$ cat src/rtl/up_down_count.sv
// rtl/up_down_count.sv - free-running WIDTH-bit up/down counter with wrap pulse and end-of-range flags
module up_down_count #(
   parameter int WIDTH = 4
) (
   input  logic             clk,
   input  logic             reset,
   input  logic             up_down,
   output logic [WIDTH-1:0] count,
   output logic             at_max,
   output logic             at_min,
   output logic             wrap
);

   localparam logic [WIDTH-1:0] ONE = {{(WIDTH-1){1'b0}}, 1'b1};

   // wrap is decided from the pre-edge count, so it marks exactly the edge that rolled over
   always_ff @(posedge clk or negedge reset) begin
      if (!reset) begin
         count <= '0;
         wrap  <= 1'b0;
      end else if (up_down) begin
         count <= count + ONE;
         wrap  <= &count;
      end else begin
         count <= count - ONE;
         wrap  <= ~|count;
      end
   end

   assign at_max = &count;
   assign at_min = ~|count;

endmodule

$ cat config.mk
export PLATFORM = sky130hd
export DESIGN_NAME = up_down_count
export DESIGN_NICKNAME = d
export VERILOG_FILES = /design/src/rtl/up_down_count.sv
export SDC_FILE = /design/constraint.sdc
export NUM_CORES = 1
export LEC_CHECK = 0
export BUFFER_PORTS_ARGS = -buffer_cell sky130_fd_sc_hd__clkbuf_2
export CAP_MARGIN = 0
export CORE_AREA = 2 2 39 41
export CTS_CLUSTER_SIZE = 30
export DETAILED_ROUTE_END_ITERATION = 6
export DIE_AREA = 0 0 41 43
export GPL_ROUTABILITY_DRIVEN = 0
export GPL_TIMING_DRIVEN = 0
export PLACE_DENSITY = 0.39
export SLEW_MARGIN = 0
export SYNTH_ARGS = -nofsm -noshare
export SYNTH_HDL_FRONTEND = slang
export SYNTH_SLANG_ARGS = --single-unit
$ cat constraint.sdc
create_clock -name clk -period 1.85 [get_ports clk]
set_clock_uncertainty 0.2 [all_clocks]
set_input_delay 0.37 -clock clk [delete_from_list [all_inputs] [get_ports clk]]
set_output_delay 0.37 -clock clk [all_outputs]
set_load 0.01 [all_outputs]
Word level (Yosys, flattened, before mapping). Index checks and enable logic that the tools add are counted.

Register bits: 5. Latch bits: 0. Bits in writable memories: 0. ROM bits: 0. Output and inout port bits: 7. Memories kept: 0.

Add/sub/neg operators: 2. Multiply operators: 0. Divide/modulo/power cells: 0. $lt $le $gt $ge: 0. Equality and inequality tests: 0. Shift operators: 0. Muxes and demuxes: 2. Bitwise gates (word level): 0. Reduce and logical (&&, ||, !) cells: 3.

Operators with widths (count): $add A4 B1 Y4 const B (1); $mux W4 (1); $reduce_and A4 Y1 (1); $reduce_or A4 Y1 (1); $sub A4 B1 Y4 const B (1); $logic_not A1 Y1 (1); $mux W1 (1).

Longest topological paths before layout.
Word-level depth: 3. Gate-level depth with buffers: 5. Gate-level depth less buffers: 5.

Least setup slack after synthesis. OpenSTA, ideal clock, no wires.

Path type: register -> register. Start: register count[1]. End: register count[3]. Setup time: 0.123 ns. Arrival time: 1.132 ns. Required time: 1.527 ns. Path slack: 0.396 ns. Cell stages (with the launch flop): 5. Period minus slack after synthesis: 1.454 ns. Cells stage by stage: dfrtp_1 ha_1 a21o_1 a21oi_2 xnor2_1.

Longest elaborated chain between the ends: 2. Elaborated cells between the ends (all ways): 3. Those cells by class: 2 x add/sub; 1 x mux.

Ends and longest elaborated chain: from (decl) (RTL line 8) `output logic [WIDTH-1:0] count,`; from (signal assigned) (RTL line 22) `count <= count + ONE;`; from (signal assigned) (RTL line 25) `count <= count - ONE;`; $sub A4 B1 Y4 or $add A4 B1 Y4 (tied branches) (RTL line 25, 22); $mux W4 * (RTL line 21) `end else if (up_down) begin`.

Mark *: on every way between the ends. The rest lies on a longest branch, timed or not.

Worst setup path in the final report.
Start: register count[0]. End: output port at_min.

Longest elaborated chain between the ends: 2.

Ends and longest elaborated chain: $reduce_or A4 Y1 (RTL line 31) `assign at_min = ~|count;`; $logic_not A1 Y1 (RTL line 31); to (decl) (RTL line 10) `output logic at_min,`.

Every way passes these cells.

==> metrics.md <==
| Metric | Value |
|---|---|
| Chip width | `41 microns` |
| CP startpoint | `count[0]` |
| Largest net degree at the start of global routing | `7` |
| IO Count | `10` |
| Remaining routing DRC violations | `0` |
| Ranking of synthesized cells by area | `dfrtp_1 48%, ha_1 9.5%, nor4_4 8.1%` |
| Htree depth | `1` |
| PortBufs | `9` |
| Initial antenna violation count | `0` |
| Crit-path cells | `nor4_4, clkbuf_2` |
| PwrDens | `between 1500 and 2000 nW/um^2` |
| Cell variety after synth | `11` |
| Worst Tran Pin Value | `around 0.24 ns` |
| Initial Util | `18.99%` |
| Total GRT Usage | `7.287%` |
| Reg clk slew, reported paths | `around 0.050 ns` |
| CP max FO | `6` |
| R2r endpoint | `count[3]` |
| Share of cells above drive strength 1 | `47.06%` |
| Clock Path Buffers | `2` |
| Root Buffer | `clkbuf_4` |
| Total Power | `0.0005516 W` |
| Dpl cell area | `327.8 sq um` |
| Most frequent cell after synthesis | `dfrtp_1` |
| Final instance area | `365.4 sq um` |
| Async S/R FF share, synth | `100.0%` |
| Top-area cell type share of the netlist area | `47.62%` |
| Crit path largest cell delay | `between 0.4 and 0.5 ns` |
| Slew HR | `between 80% and 90%` |
| FP Rows | `14` |
| Sequential share of the synthesized area | `47.62%` |
| Top_reg_cell synth | `dfrtp_1` |
| Hold path depth | `3` |
| Final worst slack | `0.1172 ns` |
| Max cap viols | `0` |
| DR vias/cell | `3.860` |
| Critical path class | `reg2out` |
| Period utilization | `93.67%` |
| #FFs+latches synth | `5` |
| Routed Wire Length | `507 microns` |
| Leak | `about 0.18 nW` |
| Cts bufs inserted | `3` |
| RR Startpoint | `count[1]` |
| Cell area after synthesis | `approximately 260 sq um` |
| Req. time, crit path | `1.28 ns` |
| Vias in the first global route | `~190` |
| Synth warn | `0` |
| Mapped Cells | `20` |
| Via count | `193` |
| Max Clock Freq | `577.1 MHz` |
| Global route total overflow | `0` |
| Syn_area_per_cell | `roughly 13 sq um` |
| Final setup fails | `0` |
| Maximum vdd drop | `455.8 uV` |
| Setup TNS Final | `0 ns` |
| Fin. max-slew vios | `0` |
| Syn nets | `26` |
| Post-layout util | `about a quarter` |
| Clock Latency Late Sink | `0.24 ns` |
| Iteration-0 DRC Markers | `1` |
| Post-route ant nets | `0` |
| Fin nets | `41` |
| Global-route wire length before repair | `772 microns` |
| CTS tree | `built` |
| HP Class | `in2reg` |
| Worst setup SP type | `flop` |
| Die Y | `43 microns` |
| Post-synth top cells | `5 x dfrtp_1, 3 x nand2_1, 2 x ha_1, 2 x inv_1, 2 x xnor2_1` |
| Worst r2r path cells | `4` |
| Register area | `126.4 sq um` |
| Fin. Hold Viols | `0` |
| Critical Path Sink Type | `output port` |
| Arrival @ worst endpoint | `1.16 ns` |
| Status | `complete, no violations` |
| Dpl hpwl | `between 400 and 500 microns` |
| Per-cell routed wire length | `roughly 10 microns` |
| Core Box Area | `1384 sq um` |
| Multi-input gate area | `~130 sq um` |
| Area leader, netlist | `dfrtp_1` |
| Place WS | `about 0.19 ns` |
| Register-to-register setup slack | `0.34 ns` |
| Die area | `around 1800 sq um` |
| Minimum clock period | `1.733 ns` |
| P&R area growth vs syn | `39.05%` |
| CTS Sinks | `5` |
| CP Capture Point | `at_min` |
| Fillers | `153` |
| N_diodes | `0` |
| Post-synth EDFFs | `0` |
| RSZ-0062 raised after global routing | `false` |
| TritonRoute pass-1 iters | `2` |
| CP max-delay cell | `dfrtp_2` |
timing repair:
item,in CTS,in global routing
hold buffers,1,0
setup endpoints to repair,0,1
buffers inserted,0,0
resized for setup,0,1
endpoints found under the hold margin,5,0
cell families after synthesis:
kind of cell | share of synthesized area, %
AND/OR/NAND/NOR | 16.19
flip-flops | 47.62
AO/OA/AOI/OAI | 6.192
adder cells (fa/ha/maj) | 17.14
XOR/XNOR | 10.00
buffers and inverters | 2.858
routing by layer:
layer | vias to the layer above | global-route usage, % | routed length [microns]
met2 | 8 | 9.688 | 221
met4 | 0 | 2.000 | 0
met1 | 91 | 8.581 | 236
met3 | 0 | 6.283 | 48
met5 | - | 0 | 0
li1 | 94 | - | -
through the flow:
stage,std cells,hold slack (ns)
global route,50,0.1988
detailed placement,45,-0.007737
CTS,50,0.1733
global placement,45,-0.007468
floorplan,20,-0.1256
finish,50,0.1761
worst min path at each step:
stage	startpoint	end	slack, ns
2_1_floorplan	reset	count[0]	-0.13
3_3_place_gp	reset	wrap	-0.007
3_5_place_dp	reset	count[0]	-0.008
4_1_cts	up_down	wrap	0.17
5_1_grt	up_down	wrap	0.20
6_report	up_down	wrap	0.18
worst max-delay path, delay by kind of cell (launching register included):
kind,cells,cell delay [ns]
simple gates,1,0.30
buf+inv,1,0.17
flops,1,0.45
power breakdown:
group	switching (W)	total, W	internal, W
registers	0.0000629	0.000213	0.000150
logic	0.000104	0.000214	0.000110
clock network	0.0000431	0.000125	0.0000815
total	0.000210	0.000552	0.000342
area by class of cell:
type                            count  share of cell area, %
Clock buffer                        4                  7.192
Inverter                            2                  2.055
Timing Repair Buffer               10                  15.07
Tap cell                           16                  5.479
Multi-Input combinational cell     13                  35.62
Sequential cell                     5                  34.59
registers in the layout (all words and copies together) (netlist names):
| register | cells |
|---|---|
| count | 4 |
| wrap | 1 |
layout by cell type, fill, tap and decap left out, drive strengths merged:
cell type    instances
clkbuf              13
dfrtp                5
nand2                3
inv                  2
xnor2                2
ha                   2
a21o                 1
a21oi                1
xor2                 1
nor4                 1
and4                 1
fa                   1
dlygate4sd3          1
Power figures use the tool's default switching activity.
